===== config.mk =====
export PLATFORM = sky130hd
export DESIGN_NAME = kc705_ethernet_rgmii_axi_tx_arbiter
export DESIGN_NICKNAME = d
export VERILOG_FILES = /design/src/rtl/kc705_ethernet_rgmii_axi_tx_arbiter.sv
export SDC_FILE = /design/constraint.sdc
export NUM_CORES = 1
export LEC_CHECK = 0
export CORE_UTILIZATION = 54
export DETAILED_ROUTE_END_ITERATION = 16
export PLACE_DENSITY = 0.85
export SLEW_MARGIN = 20
export SYNTH_ARGS = -nofsm -noshare
export SYNTH_HDL_FRONTEND = slang
export SYNTH_SLANG_ARGS = --single-unit

===== constraint.sdc =====
create_clock -name axi_tclk -period 5.44 [get_ports axi_tclk]
set_input_delay 0.544 -clock axi_tclk [delete_from_list [all_inputs] [get_ports axi_tclk]]
set_output_delay 0.544 -clock axi_tclk [all_outputs]
set_load 0.05 [all_outputs]

===== src/rtl/kc705_ethernet_rgmii_axi_tx_arbiter.sv =====
// Frame-level 2:1 arbiter for the shared 8-bit AXI-Stream Ethernet TX path.
// Port 0 carries ADC packetizer frames, port 1 carries command-reply frames.
// Only whole frames are granted. An idle gap follows every frame. Frames
// longer than MAX_FRAME bytes are cut with a forced tlast, and their tail is
// drained from the source.
//
// Ports:
//   axi_tclk, axi_treset    clock and synchronous active-high reset
//   enable_tx_arb           allows new grants; a frame in progress always completes
//   s0_axis_*, s1_axis_*    source streams (tdata/tvalid/tlast in, tready out)
//   tx_axis_*               stream to the TX MAC (combinational mux of the granted port)
//   grant                   registered one-hot active grant, [0] = port 0
//   frame_trunc             registered 1-cycle pulse when a frame is truncated
//   frames_s0, frames_s1    registered completed-frame counters, wrapping
module kc705_ethernet_rgmii_axi_tx_arbiter #(
    parameter logic        ARB_MODE   = 1'b0,
    parameter logic [7:0]  IFG_CYCLES = 8'd12,
    parameter logic [15:0] MAX_FRAME  = 16'd1518
) (
    input  logic        axi_tclk,
    input  logic        axi_treset,
    input  logic        enable_tx_arb,
    input  logic [7:0]  s0_axis_tdata,
    input  logic        s0_axis_tvalid,
    input  logic        s0_axis_tlast,
    output logic        s0_axis_tready,
    input  logic [7:0]  s1_axis_tdata,
    input  logic        s1_axis_tvalid,
    input  logic        s1_axis_tlast,
    output logic        s1_axis_tready,
    output logic [7:0]  tx_axis_tdata,
    output logic        tx_axis_tvalid,
    output logic        tx_axis_tlast,
    input  logic        tx_axis_tready,
    output logic [1:0]  grant,
    output logic        frame_trunc,
    output logic [15:0] frames_s0,
    output logic [15:0] frames_s1
);

    localparam int unsigned DATA_W = 8;
    localparam int unsigned CNT_W  = 16;
    localparam int unsigned IFG_W  = 8;

    localparam logic [CNT_W-1:0] BYTE_LAST = MAX_FRAME - CNT_W'(1);
    localparam logic [IFG_W-1:0] IFG_LAST  = IFG_CYCLES - IFG_W'(1);

    typedef struct packed {
        logic [DATA_W-1:0] data;
        logic              last;
        logic              valid;
    } beat_t;

    typedef enum logic [1:0] {IDLE, GRANT, DRAIN, IFG} state_t;

    state_t             state;
    state_t             state_nxt;
    logic               last_grant;
    logic [CNT_W-1:0]   byte_cnt;
    logic [IFG_W-1:0]   ifg_cnt;

    beat_t              sel_beat;
    logic               sel_ready;
    logic               pick_port;
    logic               at_max;
    logic               grant_load;
    logic               beat_hs;
    logic               frame_done;
    logic               drain_done;
    logic               trunc_c;

    // Granted source; grant[1] selects port 1, otherwise port 0.
    always_comb begin
        if (grant[1]) begin
            sel_beat = '{data: s1_axis_tdata, last: s1_axis_tlast, valid: s1_axis_tvalid};
        end else begin
            sel_beat = '{data: s0_axis_tdata, last: s0_axis_tlast, valid: s0_axis_tvalid};
        end
    end

    assign at_max = (byte_cnt == BYTE_LAST);

    // Winner of the next grant decision.
    always_comb begin
        pick_port = 1'b0;
        if (ARB_MODE) begin
            pick_port = ~s0_axis_tvalid;
        end else if (s0_axis_tvalid && s1_axis_tvalid) begin
            pick_port = ~last_grant;
        end else begin
            pick_port = s1_axis_tvalid;
        end
    end

    // State register.
    always_ff @(posedge axi_tclk) begin
        if (axi_treset) begin
            state <= IDLE;
        end else begin
            state <= state_nxt;
        end
    end

    // Next state, stream mux and per-cycle control strobes.
    always_comb begin
        state_nxt      = state;
        tx_axis_tdata  = '0;
        tx_axis_tvalid = 1'b0;
        tx_axis_tlast  = 1'b0;
        sel_ready      = 1'b0;
        grant_load     = 1'b0;
        beat_hs        = 1'b0;
        frame_done     = 1'b0;
        drain_done     = 1'b0;
        trunc_c        = 1'b0;
        case (state)
            IDLE: begin
                if (enable_tx_arb && (s0_axis_tvalid || s1_axis_tvalid)) begin
                    grant_load = 1'b1;
                    state_nxt  = GRANT;
                end
            end
            GRANT: begin
                tx_axis_tdata  = sel_beat.data;
                tx_axis_tvalid = sel_beat.valid;
                tx_axis_tlast  = sel_beat.last | at_max;
                sel_ready      = tx_axis_tready;
                if (sel_beat.valid && tx_axis_tready) begin
                    beat_hs = 1'b1;
                    // A source tlast on the last allowed byte is a normal completion.
                    if (sel_beat.last) begin
                        frame_done = 1'b1;
                        state_nxt  = IFG;
                    end else if (at_max) begin
                        trunc_c   = 1'b1;
                        state_nxt = DRAIN;
                    end
                end
            end
            DRAIN: begin
                sel_ready = 1'b1;
                if (sel_beat.valid && sel_beat.last) begin
                    drain_done = 1'b1;
                    state_nxt  = IFG;
                end
            end
            IFG: begin
                if (ifg_cnt == IFG_LAST) begin
                    state_nxt = IDLE;
                end
            end
            default: begin
                state_nxt = IDLE;
            end
        endcase
    end

    assign s0_axis_tready = sel_ready & grant[0];
    assign s1_axis_tready = sel_ready & grant[1];

    // Grant, byte/gap counters, truncation pulse and frame counters.
    always_ff @(posedge axi_tclk) begin
        if (axi_treset) begin
            grant       <= '0;
            last_grant  <= 1'b1;
            byte_cnt    <= '0;
            ifg_cnt     <= '0;
            frame_trunc <= 1'b0;
            frames_s0   <= '0;
            frames_s1   <= '0;
        end else begin
            frame_trunc <= trunc_c;
            ifg_cnt     <= (state == IFG) ? ifg_cnt + IFG_W'(1) : '0;

            if (grant_load) begin
                grant      <= pick_port ? 2'b10 : 2'b01;
                last_grant <= pick_port;
            end else if (frame_done || drain_done) begin
                grant <= '0;
            end

            if (beat_hs) begin
                byte_cnt <= (frame_done || trunc_c) ? '0 : byte_cnt + CNT_W'(1);
            end

            if (frame_done) begin
                if (grant[1]) begin
                    frames_s1 <= frames_s1 + CNT_W'(1);
                end else begin
                    frames_s0 <= frames_s0 + CNT_W'(1);
                end
            end
        end
    end

endmodule


**Word-level counts from Yosys, hierarchy flattened**

Index checks and enable logic that the tools add are counted.

- Bitwise logic cells: 6
- Add/subtract/negate cells: 4
- Equal/unequal tests: 10
- Multiplexer cells: 30
- Reductions and logical operators: 13

Operators by type and width:

| operator | number |
|---|---|
| adder 16 x 1 -> 16 bit, second input constant | 3 |
| two-way mux 2 bit | 9 |
| equality test 16 x 11 -> 1 bit, second input constant | 1 |
| two-way mux 1 bit | 16 |
| two-way mux 16 bit | 1 |
| two-way mux 10 bit | 1 |
| adder 8 x 1 -> 8 bit, second input constant | 1 |
| equality test 8 x 4 -> 1 bit, second input constant | 1 |
| two-way mux 8 bit | 1 |
| != test 2 bit, second input constant | 4 |
| one-hot mux 2 bit (4 select lines) | 1 |
| AND reduction 5 bit | 1 |
| equality test 2 bit, second input constant | 2 |
| logical AND 1 bit | 4 |
| AND reduction 2 bit | 2 |
| logical OR 1 bit | 3 |
| != test 3 bit, second input constant | 1 |
| inverter 1 bit | 3 |
| AND 1 bit | 2 |
| equality test 2 x 1 -> 1 bit, second input constant | 1 |
| zero test 2 bit | 1 |
| one-hot mux 1 bit (2 select lines) | 1 |
| nonzero test 2 bit | 1 |
| OR reduction 2 bit | 1 |
| OR 1 bit | 1 |

- Flip-flop bits (word level): 62
- Input bits: 24

**Longest topological paths before layout**

Gate-level depths: netlist of the first run.

- Word-level depth: 7
- Mapped depth: 9
- Gate-level depth less buffers: 7

**Worst setup path before layout of the first run**

Ideal clock, no wire load.

- Path type: reg-to-output
- Start: register grant[1]
- End: output tx_axis_tdata[0]
- Path buffers: 2
- Setup slack: 2838 ps
- Arrival time: 2058 ps
- Required time: 4896 ps
- Cell stages (with the launch flop): 5
- Path through: dfxtp_1 > buf_6 > clkbuf_1 > mux2i_1 > nor2b_1

- Word-level cells in the longest chain between the ends: 2

Ends and longest elaborated chain:

| what | line | RTL |
|---|---|---|
| from (decl) | 35 | `output logic [1:0] grant,` |
| from (signal assigned) | 176 | `grant <= pick_port ? 2'b10 : 2'b01;` |
| two-way mux 10 bit | 74 | `if (grant[1]) begin` |
| two-way mux 8 bit | 116 | `case (state)` |
| to (decl) | 31 | `output logic [7:0] tx_axis_tdata,` |

Every way passes these cells.

**Worst setup path after layout of the first run**

- Start: register byte_cnt[0]
- End: output tx_axis_tlast

- Word-level cells in the longest chain between the ends: 3

Ends and longest elaborated chain:

| what | line | RTL |
|---|---|---|
| from (decl) | 59 | `logic [CNT_W-1:0] byte_cnt;` |
| from (signal assigned) | 183 | `byte_cnt <= (frame_done \|\| trunc_c) ? '0 : byte_cnt + CNT_W'(1);` |
| equality test 16 x 11 -> 1 bit | 81 | `assign at_max = (byte_cnt == BYTE_LAST);` |
| OR 1 bit | 126 | `tx_axis_tlast = sel_beat.last \| at_max;` |
| two-way mux 1 bit | 116 |  |
| to (decl) | 33 | `output logic tx_axis_tlast,` |

Every way passes these cells.

==> run summary, run 1 <==
DIE WIDTH: 77.8 µm
row count: 27
Simple-Gate Fraction of Synth Area: 0.305
Buf/Inv on CP: 1
Max Cap Viol: 0
Yosys cell types: 43
r2r setup slk: 2.73 ns
drt drc: 0
Worst-Margin Slew: 0.877 ns
DR vias: 2849
multi-input logic area: 1740 µm²
Peak Freq: 286 MHz
first-pass GRT wire length: 12.1 mm
Clk pin slew, worst setup/hold paths: 0.06 ns
Compound-Gate Fraction of Synth Area: 0.0653
Tot Pwr: 1.21 mW
DRT iter0 DRCs: 195
Final Wtd Congestion: 0.861
final slew viol count: 0
RSZ-0062 raised after global routing: no
Num CTS Buffers: 9
Setup Fix Bufs, Post-CTS: 0
post-cts sizing count: 0
adder-cell share of the synthesized area: 0.0363
#FFs+latches synth: 62
min Tclk post-route: 3.50 ns
Final TNS setup: 0 ns
PwrDens: 298 nW/µm²
final setup fails: 0
Clk Latency, worst-skew pair: 0.34 ns
share of the synthesized area in the top cell type: 0.400
sequential-to-total area share from yosys stat: 0.400
count leader, synth: dfxtp_1
asr flop ratio synth: 0
CTS tree: done
Die Y: 77.8 µm
WS Path Type: register to output port
multiplexer area fraction after synthesis: 0.0391
EDFF count, synth: 0
Critical Path Sink Type: output port
synthesized area: 3100 µm²
area grow syn2layout: 30.4%
ys flop type: dfxtp_1
aggregate global-route resource usage: 0.250
Initial Utilization: 0.564
worst ir drop on vdd: 0.000194 V
Final Core Density: 0.735
CTS H-tree lvls: 3
layout cell share with drive strength beyond 1: 0.0592
Nets: 467
yosys warns: 0
Avg Vias per Cell: 5.58
Crit path largest cell delay: 0.80 ns
initial antenna violation count: 0
CTS root buf: clkbuf_8
# hold bufs at CTS: 0
post-route ant nets: 0
filler instances: 410
Remaining Overflow, GRT: 0
worst path required time: 4.90 ns
syn nets: 399
dpl hpwl: 5.01 mm
Clock Skew: 0.00497 ns
top cells by area, synth: dfxtp_1 (40%), xor2_1 (7.6%), nor2_1 (6.2%)
Startpoint Class: register
Post-synth top cells: dfxtp_1 (62), nor2_1 (51), nand2_1 (34)
Hold WC Path Type: register to register
status: complete, no violations
I/O Pins: 71
DRT Wirelength: 7.19 mm
Core Area: 5510 µm²
WL/cell: 14.1 µm
cell breakdown of the critical path: ha_1 > or4b_4 > nor4_4 > nor2_2 > and2b_2 > clkdlybuf4s50_1
vias in the first global route: 2765
family with the most delay on the worst path: simple AND/OR/NAND/NOR gates
xor/xnor share of the synthesized area: 0.116
largest family of logic cells by synthesized area: simple AND/OR/NAND/NOR gates
Sinks on Clock Net: 62
input/output buffers: 70
period utilization: 0.644
total die area: 6050 µm²
Sequential Area: 1240 µm²
area leader, netlist: dfxtp_1
synthesized area per cell: 8.48 µm²
arrival time of the worst setup path: 2.96 ns
endpoints failing hold: 0
worst-path fanout max: 5
DRT Pass-1 Iters: 4
P_leak: 1.40 nW
CTS max path bufs: 2
antenna cells: 0
Worst slew margin: 0.410
largest net degree at the start of global routing: 44
Post-Syn Instances: 366
slowest cell on the critical path: clkdlybuf4s50_1
## worst paths after layout
check	to	from	depth (start not counted)
setup / recovery	tx_axis_tlast	byte_cnt[0]$_SDFFE_PP0P_	6
hold / removal	ifg_cnt[0]$_SDFF_PP0_	ifg_cnt[0]$_SDFF_PP0_	1
setup reg to reg	frames_s0[13]$_SDFFE_PP0P_	state[1]$_SDFFE_PP0P_	7
hold reg to reg	ifg_cnt[0]$_SDFF_PP0_	ifg_cnt[0]$_SDFF_PP0_	1
## logic make-up (layout without fill, tap and decap cells)
family / count (synthesis) / after routing
muxes: 12 / 12
and+or+nand+nor: 181 / 181
AOI/OAI and AO/OA: 35 / 35
buffers and inverters: 26 / 99
xor gates and xnor gates: 41 / 41
adders and majority gates: 9 / 9
DFF: 62 / 62
## metrics by stage
stage               hold slack [ns]  instances  setup WS, ns  area [µm²]
floorplan                     0.438        366          2.84        3100
global placement              0.451        495          2.36        3830
detailed placement            0.473        495          2.31        3830
CTS                           0.488        511          1.94        4050
global route                  0.503        511          1.84        4050
finish                        0.482        511          1.94        4050
## power breakdown
part	total [mW]	switching, mW	internal, mW	leakage (nW)
Sequential	0.482	0.0164	0.465	0.500
Clock	0.437	0.175	0.262	0.109
Combinational	0.288	0.178	0.110	0.795
Total	1.21	0.369	0.838	1.40
## flip-flops by register name (all words and copies together) (netlist names)
signal       cells
byte_cnt        16
frame_trunc      1
frames_s0       16
frames_s1       16
grant            2
ifg_cnt          8
last_grant       1
state            2
## metal layers
| layer | routed length [µm] | part of all wire | GRT usage |
|---|---|---|---|
| met1 | 3050 | 0.42 | 0.307 |
| met2 | 3480 | 0.48 | 0.411 |
| met3 | 486 | 0.068 | 0.0682 |
| met4 | 171 | 0.024 | 0.104 |
| met5 | 0 | 0 | 0 |
## cells in the final DEF (no fill, tap or decap), types with 10 or more instances in the layout
cell / Yosys / routed
nor2_1: 51 / 51
nand4_1: 13 / 13
nand3_1: 22 / 22
inv_1: 12 / 12
o21ai_0: 11 / 11
nor2b_1: 10 / 10
xor2_1: 27 / 27
nand2_1: 34 / 34
mux2i_1: 11 / 11
clkdlybuf4s50_1: 0 / 70
clkbuf_8: 0 / 13
xnor2_1: 14 / 14
a21oi_1: 15 / 15
nor3_1: 11 / 11
dfxtp_1: 62 / 62
## layout make-up
type | count | share of cell area
multi-input combinational | 278 | 0.431
sequential | 62 | 0.307
timing repair buffer | 71 | 0.175
clock buffer | 14 | 0.0451
tap | 72 | 0.0223
inverter | 12 | 0.0111
clock inverter | 2 | 0.00927
Note: power is estimated with default switching activity, not from simulation.
==> run 2, diff against run 1 <==
--- a/config.mk
+++ b/config.mk
@@ -5,9 +5,9 @@
 export SDC_FILE = /design/constraint.sdc
 export NUM_CORES = 1
 export LEC_CHECK = 0
-export CORE_UTILIZATION = 54
+export CORE_UTILIZATION = 45
 export DETAILED_ROUTE_END_ITERATION = 16
-export PLACE_DENSITY = 0.85
+export PLACE_DENSITY = 0.76
 export SLEW_MARGIN = 20
 export SYNTH_ARGS = -nofsm -noshare
 export SYNTH_HDL_FRONTEND = slang
==> constraint.sdc (replaced) <==
create_clock -name axi_tclk -period 3.1 [get_ports axi_tclk]
set_input_delay 0.31 -clock axi_tclk [delete_from_list [all_inputs] [get_ports axi_tclk]]
set_output_delay 0.31 -clock axi_tclk [all_outputs]
set_load 0.05 [all_outputs]
==> run summary, run 2 (synthesis gave the netlist of run 1 again) <==
Pint: 1.54 mW
Core Area: 6490 µm²
initial antenna violation count: 0
RSZ-0062 raised after global routing: no
Final Wtd Congestion: 0.817
Sw Share: 0.291
DRT iter0 DRCs: 104
Peak Freq: 367 MHz
status: complete, no violations
layout cell share with drive strength beyond 1: 0.0612
drt drc: 0
CTS max path bufs: 2
final slew viol count: 0
Hold EP: ifg_cnt[0]$_SDFF_PP0_
WS Path Type: register to output port
Critical Path Sink Type: output port
Hold WC Path Type: register to register
DIE WIDTH: 85.0 µm
Num CTS Buffers: 9
min Tclk post-route: 2.73 ns
Worst-Margin Slew: 0.690 ns
Worst Hold Launch: ifg_cnt[0]$_SDFF_PP0_
Final TNS setup: 0 ns
Comb pwr share: 0.226
Initial Utilization: 0.478
row count: 29
Startpoint Class: register
worst r2r src: state[1]$_SDFFE_PP0P_
filler instances: 571
Seq pwr share: 0.388
DRT Wirelength: 6.45 mm
slowest cell on the critical path: dfxtp_1
family with the most delay on the worst path: flip-flops
Worst slew margin: 0.539
Clock Skew: 0.00733 ns
area grow syn2layout: 31.5%
DRT Pass-1 Iters: 5
most frequent cells in the layout: clkdlybuf4s50_1 (67), dfxtp_1 (62), nor2_1 (51)
Remaining Overflow, GRT: 0
r2r setup slk: 0.53 ns
worst r2r path cells: 7
Avg Vias per Cell: 5.34
final setup fails: 0
Crit path largest cell delay: 0.77 ns
dpl hpwl: 4.64 mm
arrival time of the worst setup path: 2.42 ns
aggregate global-route resource usage: 0.189
antenna cells: 0
vias in the first global route: 2534
post-route insts no fill: 518
DR vias: 2766
I/O Pins: 71
Buf/Inv on CP: 1
Max Cap Viol: 0
Sinks on Clock Net: 62
Cells after DPL: 502
total die area: 7230 µm²
endpoints failing hold: 0
worst-path fanout max: 15
first-pass GRT wire length: 11.0 mm
net switching power: 0.633 mW
input/output buffers: 70
post-route ant nets: 0
WL/cell: 12.5 µm
worst path required time: 2.79 ns
Clk pin slew, worst setup/hold paths: 0.06 ns
Setup Fix Bufs, Post-CTS: 0
Die Y: 85.0 µm
largest net degree at the start of global routing: 43
hold depth: 1
CTS H-tree lvls: 3
PwrDens: 533 nW/µm²
period utilization: 0.880
clock power share: 0.386
biggest regs: byte_cnt x16, frames_s0 x16, frames_s1 x16
Min Hold Slack: 0.473 ns
reg-to-reg endpoint: frames_s0[15]$_SDFFE_PP0P_
Clk Latency, worst-skew pair: 0.34 ns
CTS tree: done
Nets: 469
CTS root buf: clkbuf_8
P_leak: 1.46 nW
worst ir drop on vdd: 0.000311 V
commonest non-fill, non-tap cell in the layout: clkdlybuf4s50_1
cell breakdown of the critical path: mux2i_1 > nor2b_1 > clkdlybuf4s50_1
-- run 2: cell types whose count changed in the layout (fill, tap and decap cells not counted), sizes merged --
cell           change
buf                +3
bufinv             +2
clkbuf             -2
clkdlybuf4s50      -3
clkinv             +1
clkinvlp           -1
dlymetal6s2s       +2
-- run 2: what timing repair did --
action                     CTS  global route
hold buffers                 0             0
setup endpoints to repair    0             2
resized for setup            0             2
-- run 2: power groups by stage --
stage / Combinational [mW] / Clock, mW / Sequential, mW
after floorplan: 0.342 / 0 / 0.868
after global placement: 0.487 / 0 / 0.861
after detailed placement: 0.491 / 0 / 0.864
after CTS: 0.495 / 0.858 / 0.845
final: 0.491 / 0.839 / 0.845
after global routing: 0.537 / 0.894 / 0.848
-- run 2: layout make-up --
| type | instances | area (µm²) | share of cell area |
|---|---|---|---|
| clock inverter | 4 | 95.1 | 0.0233 |
| inverter | 12 | 45.0 | 0.0110 |
| multi-input combinational | 278 | 1740 | 0.427 |
| tap | 77 | 96.3 | 0.0236 |
| sequential | 62 | 1240 | 0.304 |
| clock buffer | 12 | 135 | 0.0331 |
| timing repair buffer | 73 | 726 | 0.178 |
-- run 2: worst max-delay path by stage --
stage	from	to	slack (ns)	cells past startpoint
5_1_grt	state[1]$_SDFFE_PP0P_	s0_axis_tready	0.27	6
6_report	grant[1]$_SDFFE_PP0P_	tx_axis_tvalid	0.37	3
4_1_cts	state[1]$_SDFFE_PP0P_	s0_axis_tready	0.06	6
3_3_place_gp	state[1]$_SDFFE_PP0P_	s1_axis_tready	0.52	6
3_5_place_dp	state[1]$_SDFFE_PP0P_	s0_axis_tready	0.43	6
2_1_floorplan	grant[1]$_SDFFE_PP0P_	tx_axis_tdata[0]	0.73	4
-- run 2: per-layer routing --
metal | share of wire | global-route usage | vias to the layer above
li1 | - | - | 1397
met1 | 0.47 | 0.235 | 1288
met2 | 0.47 | 0.309 | 75
met4 | 0.0090 | 0.0663 | 0
met5 | 0 | 0 | -
met3 | 0.054 | 0.0593 | 6
-- run 2: stage by stage --
| stage | worst slack [ns] | power [mW] | utilization | area, µm² |
|---|---|---|---|---|
| global placement | 0.515 | 1.35 | 0.592 | 3850 |
| detailed placement | 0.430 | 1.35 | 0.592 | 3850 |
| floorplan | 0.732 | 1.21 | - | 3100 |
| finish | 0.372 | 2.18 | 0.628 | 4080 |
| global route | 0.274 | 2.28 | 0.628 | 4080 |
| CTS | 0.0587 | 2.20 | 0.628 | 4080 |
-- run 2: worst register-to-register path: stages (launching register included) --
cell and delay, ns:
dfxtp_1 0.35, inv_1 0.09, ha_1 0.40, nand2_1 0.34, or4_1 0.76, nor3_1 0.30
xnor2_1 0.16, nor2_1 0.05
==> run 3, diff against run 2 <==
--- a/config.mk
+++ b/config.mk
@@ -5,8 +5,10 @@
 export SDC_FILE = /design/constraint.sdc
 export NUM_CORES = 1
 export LEC_CHECK = 0
+export CAP_MARGIN = 20
 export CORE_UTILIZATION = 45
 export DETAILED_ROUTE_END_ITERATION = 16
+export GPL_ROUTABILITY_DRIVEN = 1
 export PLACE_DENSITY = 0.76
 export SLEW_MARGIN = 20
 export SYNTH_ARGS = -nofsm -noshare
==> results of run 3 <==
The final DEF is identical to that of run 2; final timing and power are the same.
